$ cat config.mk
export PLATFORM = sky130hd
export DESIGN_NAME = mask_prng
export DESIGN_NICKNAME = d
export VERILOG_FILES = /design/src/rtl/mask_prng_pkg.sv /design/src/rtl/mask_prng_lfsr_unroll.sv /design/src/rtl/mask_prng.sv
export SDC_FILE = /design/constraint.sdc
export NUM_CORES = 1
export LEC_CHECK = 0
export CAP_MARGIN = 20
export CORE_AREA = 3 3 105 117
export DETAILED_ROUTE_END_ITERATION = 10
export DIE_AREA = 0 0 108 120
export GPL_TIMING_DRIVEN = 0
export PLACE_DENSITY = 0.68
export SYNTH_ARGS = -nofsm -noshare
export SYNTH_HDL_FRONTEND = slang
export SYNTH_HIERARCHICAL = 1
export SYNTH_SLANG_ARGS = --single-unit
$ cat constraint.sdc
create_clock -name in_clock -period 2.9 [get_ports in_clock]
set_clock_uncertainty 0.15 [all_clocks]
set_input_delay 0.58 -clock in_clock [delete_from_list [all_inputs] [get_ports in_clock]]
set_output_delay 0.58 -clock in_clock [all_outputs]
set_load 0.03 [all_outputs]
$ cat src/rtl/mask_prng_pkg.sv
// Shared definitions for the mask PRNG and its consumers.
//
// Holds the LFSR geometry (64-bit Fibonacci, taps 63/62/60/59), the seed word
// layout, the FSM state type and the num_needed() helper that maps a share
// count onto the number of fresh random words per enabled cycle. share_zero
// imports the same helper, so both blocks agree on the mask width.

package mask_prng_pkg;

  localparam int unsigned LFSR_WIDTH      = 64;
  localparam int unsigned SEED_WORD_WIDTH = 32;
  localparam int unsigned SEED_WORDS      = 2;

  // Feedback taps of the maximal-length polynomial.
  localparam int unsigned TAP_0 = 63;
  localparam int unsigned TAP_1 = 62;
  localparam int unsigned TAP_2 = 60;
  localparam int unsigned TAP_3 = 59;

  typedef enum logic [1:0] {
    SEED = 2'd0,
    WARM = 2'd1,
    RUN  = 2'd2
  } state_e;

  // Random words needed per cycle by a consumer with num_shares shares.
  // Returns 0 for unsupported share counts so instantiators can reject them.
  function automatic int unsigned num_needed(input int unsigned num_shares);
    int unsigned n;
    case (num_shares)
      32'd2:        n = 32'd1;
      32'd3:        n = 32'd2;
      32'd4, 32'd5: n = num_shares;
      default:      n = 32'd0;
    endcase
    return n;
  endfunction

  function automatic logic lfsr_feedback(input logic [LFSR_WIDTH-1:0] s);
    return s[TAP_0] ^ s[TAP_1] ^ s[TAP_2] ^ s[TAP_3];
  endfunction

  // One shift: the new bit enters at bit 0, the oldest bit leaves at the top.
  function automatic logic [LFSR_WIDTH-1:0] lfsr_step(input logic [LFSR_WIDTH-1:0] s);
    return {s[LFSR_WIDTH-2:0], lfsr_feedback(s)};
  endfunction

endpackage

$ cat src/rtl/mask_prng_lfsr_unroll.sv
// Combinational unrolled LFSR.
//
// Maps a 64-bit Fibonacci LFSR state onto the state reached after STEPS
// single-bit steps. After the unroll the STEPS newest bits sit in
// state_o[STEPS-1:0], bit 0 being the most recent. STEPS = 0 is a wire.
//
// Ports:
//   state_i  current LFSR state
//   state_o  state after STEPS steps

module lfsr_unroll
  import mask_prng_pkg::*;
#(
  parameter int unsigned STEPS = 1
) (
  input  logic [LFSR_WIDTH-1:0] state_i,
  output logic [LFSR_WIDTH-1:0] state_o
);

  always_comb begin
    logic [LFSR_WIDTH-1:0] s;
    s = state_i;
    for (int unsigned i = 0; i < STEPS; i++) begin
      s = lfsr_step(s);
    end
    state_o = s;
  end

endmodule

$ cat src/rtl/mask_prng.sv
// Mask PRNG feeding the zero-sharing stage.
//
// A 64-bit LFSR is seeded with two 32-bit words over a valid/ready handshake
// (word 0 -> bits [31:0], word 1 -> bits [63:32]); an all-zero seed is
// replaced by 64'h1 so the LFSR never locks up. After seeding the LFSR free-runs
// for WARMUP_CYCLES advances, then streams OUT_BITS fresh bits per enabled cycle
// with one cycle of latency. in_reseed restarts seeding from any state and
// beats both enable and a same-cycle seed handshake.
//
// out_valid rises on entry to RUN, before any enabled advance; out_random is
// still zero at that point and must not be used until the consumer has
// enabled once.
//
// Ports:
//   in_clock        clock
//   in_reset        asynchronous active-low reset
//   in_seed         seed word
//   in_seed_valid   seed word valid
//   out_seed_ready  seed word accepted when valid && ready (SEED state only)
//   in_reseed       single-cycle request to restart seeding
//   in_enable       consumer requests a fresh mask this cycle
//   out_random      NUM_NEEDED words of BIT_WIDTH bits, word i at [i*BIT_WIDTH +: BIT_WIDTH]
//   out_valid       out_random holds fresh data (RUN state)

module mask_prng
  import mask_prng_pkg::*;
#(
  parameter int unsigned NUM_SHARES    = 2,
  parameter int unsigned BIT_WIDTH     = 2,
  parameter int unsigned WARMUP_CYCLES = 16,
  // Derived; not meant to be overridden.
  parameter int unsigned NUM_NEEDED    = num_needed(NUM_SHARES),
  parameter int unsigned OUT_BITS      = NUM_NEEDED * BIT_WIDTH
) (
  input  logic                       in_clock,
  input  logic                       in_reset,
  input  logic [SEED_WORD_WIDTH-1:0] in_seed,
  input  logic                       in_seed_valid,
  output logic                       out_seed_ready,
  input  logic                       in_reseed,
  input  logic                       in_enable,
  output logic [OUT_BITS-1:0]        out_random,
  output logic                       out_valid
);

  // ---------------------------------------------------------------------------
  // Elaboration checks
  // ---------------------------------------------------------------------------
  if (NUM_NEEDED == 0) begin : g_bad_num_shares
    $error("mask_prng: NUM_SHARES must be 2, 3, 4 or 5");
  end

  if (OUT_BITS > LFSR_WIDTH) begin : g_bad_out_bits
    $error("mask_prng: NUM_NEEDED * BIT_WIDTH must not exceed the LFSR width");
  end

  if (OUT_BITS == 0) begin : g_zero_out_bits
    $error("mask_prng: output width must be non-zero");
  end

  // ---------------------------------------------------------------------------
  // Local parameters
  // ---------------------------------------------------------------------------
  // Warm-up counter holds 0..WARMUP_CYCLES; keep at least one bit for the
  // WARMUP_CYCLES = 0 build, where WARM is never entered.
  localparam int unsigned CNT_W  = (WARMUP_CYCLES > 0) ? $clog2(WARMUP_CYCLES + 1) : 1;
  localparam int unsigned WIDX_W = (SEED_WORDS > 1) ? $clog2(SEED_WORDS) : 1;

  localparam logic [CNT_W-1:0]  WARM_LAST = CNT_W'(WARMUP_CYCLES);
  localparam logic [WIDX_W-1:0] WORD_LAST = WIDX_W'(SEED_WORDS - 1);

  // ---------------------------------------------------------------------------
  // Registers
  // ---------------------------------------------------------------------------
  state_e                  fsm_q,      fsm_d;
  logic [LFSR_WIDTH-1:0]   lfsr_q,     lfsr_d;
  logic [WIDX_W-1:0]       word_idx_q, word_idx_d;
  logic [CNT_W-1:0]        cnt_q,      cnt_d;
  logic [OUT_BITS-1:0]     random_q,   random_d;
  logic                    valid_q,    valid_d;
  logic                    ready_q,    ready_d;

  // ---------------------------------------------------------------------------
  // One advance = OUT_BITS unrolled steps
  // ---------------------------------------------------------------------------
  logic [LFSR_WIDTH-1:0] lfsr_adv;

  lfsr_unroll #(
    .STEPS (OUT_BITS)
  ) u_lfsr_unroll (
    .state_i (lfsr_q),
    .state_o (lfsr_adv)
  );

  // ready_q is only ever set while in SEED, so it alone qualifies the handshake.
  logic seed_fire;
  assign seed_fire = in_seed_valid && ready_q;

  // ---------------------------------------------------------------------------
  // Next-state logic
  // ---------------------------------------------------------------------------
  always_comb begin
    logic [LFSR_WIDTH-1:0] assembled;

    fsm_d      = fsm_q;
    lfsr_d     = lfsr_q;
    word_idx_d = word_idx_q;
    cnt_d      = cnt_q;
    random_d   = random_q;
    assembled  = lfsr_q;

    if (in_reseed) begin
      // LFSR contents are kept; they are overwritten word by word on reseed.
      fsm_d      = SEED;
      word_idx_d = '0;
      cnt_d      = '0;
      random_d   = '0;
    end else begin
      unique case (fsm_q)
        SEED: begin
          if (seed_fire) begin
            assembled[SEED_WORD_WIDTH * int'(word_idx_q) +: SEED_WORD_WIDTH] = in_seed;
            if (word_idx_q == WORD_LAST) begin
              // The all-zero state is the LFSR's fixed point; escape it.
              lfsr_d     = (assembled == '0) ? LFSR_WIDTH'(1) : assembled;
              word_idx_d = '0;
              cnt_d      = '0;
              fsm_d      = (WARMUP_CYCLES > 0) ? WARM : RUN;
            end else begin
              lfsr_d     = assembled;
              word_idx_d = word_idx_q + 1'b1;
            end
          end
        end

        WARM: begin
          lfsr_d = lfsr_adv;
          cnt_d  = cnt_q + 1'b1;
          if (cnt_d == WARM_LAST) begin
            fsm_d = RUN;
          end
        end

        RUN: begin
          if (in_enable) begin
            lfsr_d   = lfsr_adv;
            random_d = lfsr_adv[OUT_BITS-1:0];
          end
        end

        default: begin
          fsm_d      = SEED;
          word_idx_d = '0;
          cnt_d      = '0;
          random_d   = '0;
        end
      endcase
    end

    // Handshake and valid flags follow the state being entered.
    valid_d = (fsm_d == RUN);
    ready_d = (fsm_d == SEED);
  end

  // ---------------------------------------------------------------------------
  // State
  // ---------------------------------------------------------------------------
  always_ff @(posedge in_clock or negedge in_reset) begin
    if (!in_reset) begin
      fsm_q      <= SEED;
      lfsr_q     <= '0;
      word_idx_q <= '0;
      cnt_q      <= '0;
      random_q   <= '0;
      valid_q    <= 1'b0;
      ready_q    <= 1'b0;
    end else begin
      fsm_q      <= fsm_d;
      lfsr_q     <= lfsr_d;
      word_idx_q <= word_idx_d;
      cnt_q      <= cnt_d;
      random_q   <= random_d;
      valid_q    <= valid_d;
      ready_q    <= ready_d;
    end
  end

  assign out_seed_ready = ready_q;
  assign out_valid      = valid_q;
  assign out_random     = random_q;

endmodule

* Word-level counts from Yosys, hierarchy flattened
Cells that the tools add are included.
Cells by class: add/subtract/negate cells 3, equality and inequality tests 12, shifts and indexed selects 2, muxes and demuxes 22, bitwise logic cells 7, reductions and logical operators 11
Operators with widths (number):
- two-way mux 64 bit | 4
- one-hot mux 64 bit (3 select lines) | 1
- bitwise mux 64 bit | 1
- logical NOT 64 bit | 1
- variable shift 32 x 34 -> 64 bit (first input constant) | 1
- indexed part select 32 x 34 -> 64 bit | 1
- negation 6 -> 34 bit | 1
- two-way mux 5 bit | 3
- one-hot mux 5 bit (3 select lines) | 1
- two-way mux 2 bit | 6
- inequality test 3 bit (second input constant) | 3
- inequality test 2 bit (second input constant) | 3
- one-hot mux 2 bit (3 select lines) | 1
- XOR 1 bit | 6
- adder 5 x 1 -> 5 bit (second input constant) | 1
- == test 5 bit (second input constant) | 1
- == test 2 bit (second input constant) | 2
- logical NOT 2 bit | 2
- inequality test 2 x 1 -> 1 bit (second input constant) | 2
- one-hot mux 2 bit (2 select lines) | 1
- AND reduction 2 bit | 2
- AND reduction 4 bit | 1
- OR reduction 2 bit | 2
- two-way mux 1 bit | 3
- 7 further kinds | 7
Word-level totals: bits in registers 76, input bits 37, output and inout port bits 4, logic and storage cells 64

* Logic depth before layout (Yosys ltp)
Gate-level depths: netlist of the first run.
depth after elaboration 8, gate-level depth with buffers 10, mapped depth without buffers 7

* By module
Netlist of the first run, hierarchy kept.
By module, submodules not included:
- mask_prng | instances 1, cells an instance 423, area each 3900.0 sq um, sequential area each 1901.8 sq um
- lfsr_unroll | instances 1, cells an instance 67, area each 509.2 sq um, sequential area each 0.0 sq um

* Worst setup path after synthesis of the first run
No wires, ideal clock.
path kind reg2reg, from register fsm_q[0], to register lfsr_q[10], setup time 0.132 ns, data arrival time 2.008 ns, data required time 2.618 ns, setup slack 0.609 ns, stages on the path, launching flop included 11, buffers on the path 3, clock period less this slack 2.291 ns, cells stage by stage dfrtp_1 > inv_1 > ha_1 > nor2b_1 > a2111o_1 > buf_6 > or2_1 > buf_2 > buf_6 > nand2_1 > o21ai_1
On the way: longest elaborated chain between the ends 3, elaborated cells between the ends (all ways) 8, classes of those cells eq/ne (4); mux (1); reduce/logical (3)
RTL lines:
- start: declaration | line mask_prng.sv:75 | state_e fsm_q, fsm_d;
- start signal: assignment | line mask_prng.sv:178 | fsm_q <= fsm_d;
- == test 2 bit (tied with other cells) | line mask_prng.sv:119 | unique case (fsm_q)
- inequality test 2 bit (no source line) / nonzero test 3 bit (equally long branches)
- AND reduction 4 bit (no source line)
- end signal: assignment | line mask_prng.sv:179 | lfsr_q <= lfsr_d;
- end: declaration | line mask_prng.sv:76 | logic [LFSR_WIDTH-1:0] lfsr_q, lfsr_d;
Parallel ways exist; a longest one is shown, timed or not. A chain may end at the register's enable or synchronous reset.

* Final worst setup path of the first run
from register fsm_q[0], to register lfsr_q[27]
The elaborated chain is that of the path after synthesis.

==> results of run 1 <==
==> power groups by stage <==
stage | clock [mW] | sequential (mW) | combinational [mW]
detailed placement | 0 | 1.78 | 1.38
global placement | 0 | 1.77 | 1.34
floorplan | 0 | 1.63 | 1.06
finish | 1.27 | 1.77 | 1.39
global route | 1.32 | 1.81 | 1.53
CTS | 1.28 | 1.76 | 1.39
==> timing repair <==
action,in CTS,in global routing
resized for setup,0,0
hold buffers,1,0
endpoints found under the hold margin,1,0
==> Yosys cell counts, types with 4 or more instances <==
master and count:
nor4_1 16, a22oi_1 63, nor2_1 12, buf_4 62, clkbuf_1 23, buf_6 7
nand3_1 6, o21ai_0 5, nor4b_1 4, inv_1 6, dfrtp_1 76, xnor2_1 6
nand2_1 71, a21oi_1 13, o21ai_1 60, ha_1 5, nor3_1 5, nand4_1 9
==> cell type report <==
class / count / area share
Clock inverter: 3 / 0.01261
Multi-Input combinational cell: 313 / 0.3434
Buffer: 95 / 0.1202
Timing Repair Buffer: 41 / 0.07937
Clock buffer: 13 / 0.05042
Inverter: 6 / 0.004202
Tap cell: 150 / 0.03501
Sequential cell: 76 / 0.3548
==> state kept, by name, indices dropped and copies added, names as in the netlist <==
name,cells
lfsr_q,64
out_seed_ready,1
fsm_q,2
word_idx_q,1
out_valid,1
out_random,2
cnt_q,5
==> layout by cell type (no fill, tap or decap), drive strengths merged, types with 9 or more instances in the layout <==
| cell type | count |
|---|---|
| a21oi | 13 |
| buf | 74 |
| nand2 | 71 |
| clkdlybuf4s50 | 38 |
| dfrtp | 76 |
| o21ai | 65 |
| clkbuf | 36 |
| nand4 | 9 |
| nor2 | 12 |
| a22oi | 63 |
| nor4 | 16 |
==> cell families after synthesis <==
group           count (synthesis)
compound gates                158
simple gates                  140
buf+inv                       101
flops                          76
xor+xnor                        7
fa+ha+maj                       5
mux                             3
==> critical path, cell delays in order (launching register included) <==
cell and delay [ns]:
dfrtp_1 0.38, inv_1 0.09, ha_1 0.28, nor2b_1 0.18, a2111o_1 0.58, buf_6 0.22
or2_1 0.22, buf_2 0.15, buf_6 0.15, nand2_1 0.06, o21ai_1 0.06
==> worst paths after layout <==
path / from / depth (start not counted) / endpoint
worst min register to register: lfsr_q[25] / 2 / lfsr_q[25]
worst max-delay path: fsm_q[0] / 10 / lfsr_q[27]
min in group asynchronous: in_reset / 2 / cnt_q[0]
worst max register to register: fsm_q[0] / 10 / lfsr_q[27]
worst min-delay path: lfsr_q[25] / 2 / lfsr_q[25]
max in group asynchronous: in_reset / 3 / lfsr_q[39]
==> metal layers <==
metal  GRT usage  wire, µm  vias to the layer above
met4     0.08445       357                        0
met2      0.3717      7011                      127
li1            -         -                     1822
met5           0         0                        -
met3     0.03819       634                       27
met1      0.2907      6090                     1996
==> stage by stage <==
step / area [µm²] / std cells / hold WS, ns / power, mW
finish: 5360 / 697 / 0.3620 / 4.431
global route: 5360 / 697 / 0.3880 / 4.669
CTS: 5360 / 697 / 0.3676 / 4.432
detailed placement: 5012 / 680 / 0.3552 / 3.156
global placement: 4987 / 679 / 0.3481 / 3.110
floorplan: 4409 / 490 / 0.1344 / 2.686
==> flow_summary.ini, run 1 <==
[synthesis]
synth.area.top_cells = dfrtp_1 (43%), a22oi_1 (11%), buf_4 (11%), o21ai_1 (6.8%), nand2_1 (6.0%)
ys_ff_latch = 76
syn-mean-instance-area_um2 = 8.998
async_reset_ff_frac = 1.000
syn-cell-area_um2 = 4409
yosysTopAreaCellShare = 0.4313
synthSimpleGateAreaFrac = 0.1549
synth_compound_area_frac = 0.2273
yosysWarnings = 6
synth_fa_ha_area_frac = 0.01419
synthMuxAreaShare = 0.007094
ys.flop_type = dfrtp_1
synth.distinct_cells = 45
yosysTopAreaCell = dfrtp_1
synth_top_family_by_area = compound AO/OA/AOI/OAI gates
yosysSeqAreaShare = 0.4313
synth_fp_nets = 532
synth_xor_area_frac = 0.01390
syn_inst = 490
synth_edf_count = 0

[layout]
multi_input_area_um2 = 1841
layout-drive-gt1-share = 0.1682
fill_cells = 1069
fin_util = 0.4728
antenna_cells = 0
regArea_um2 = 1902
final_nets = 584
synthToLayoutAreaGrowth_pct = 21.57

[sta]
tns_ns = 0
setup_viol = 0
timing_hold_violations_final = 0
rsz0062_at_grt = no
fin_ws_ns = 0.2169
fin_crit_sh = 0.9252
period_minus_slack_ns = 2.683
max_slew_margin = 0.5423
tightest_slew_ns = 0.6803
slew_violations = 0
clock.fmax_mhz = 372.7

[run_status]
status = finished, final reports clean

[placed_design]
dp_slack_ns = -0.04053
gp_congestion = 0.9407
io_buffers = 39
dp.final_hpwl_um = 10560

[drt]
dr.pass1.iters = 5
drc_errors = 0
drt-wirelength-per-cell_um = 20.22
viasPerCell = 5.699
drtIter0Drc = 337
ant_nets = 0
drt-total-wl_um = 14090
vias = 3972

[power]
swShare = 0.3282
power_leakage_nw = 2.328
p_int_mw = 2.977
p_comb_frac = 0.314
power.switching_mw = 1.455
power_frac_clock = 0.286
pwr-share-seq = 0.400
ir_drop_mv = 0.4365
powerDensity_nw_per_um2 = 826.7

[global_routing]
grt_pass1_wl_um = 21800
overflow = 0
antenna_found_initial = 0
track_usage = 0.2239
grt_pass1_vias = 3822
grt_max_degree = 55

[floorplan]
coreArea_um2 = 11340
pin_count = 41
row_count = 41
die_area_um2 = 12960
die_w_um = 108
die_h_um = 120
start_util = 0.3889

[setup_path]
cp_max_fo = 10
crit_type = reg2reg
arrival_ns = 2.74
ff2ff_setup_slack_ns = 0.22
startpoint_type = flip-flop
crit_required_ns = 2.95
crit_path_end_kind = flip-flop

[cts]
cts_sinks = 76
clkTransAtPathRegs_ns = 0.06
cts_buffers = 9
clk_latency_ns = 0.34
cts-root-buf = clkbuf_16
clock_path_buffers = 2
cts_tree = built
cts_htree_levels = 3
cts_setup_buffers = 0

[hold_path]
hold_class = reg2reg

[flow_run]
cap_viol_max_count = 0
Note: power is estimated with default switching activity, not from simulation.
==> run 2, diff against run 1 <==
--- a/config.mk
+++ b/config.mk
@@ -7,6 +7,7 @@
 export LEC_CHECK = 0
 export CAP_MARGIN = 20
 export CORE_AREA = 3 3 105 117
+export CTS_CLUSTER_SIZE = 25
 export DETAILED_ROUTE_END_ITERATION = 10
 export DIE_AREA = 0 0 108 120
 export GPL_TIMING_DRIVEN = 0
==> results of run 2 <==
No change in the layout: final DEF, timing and power equal those of run 1.
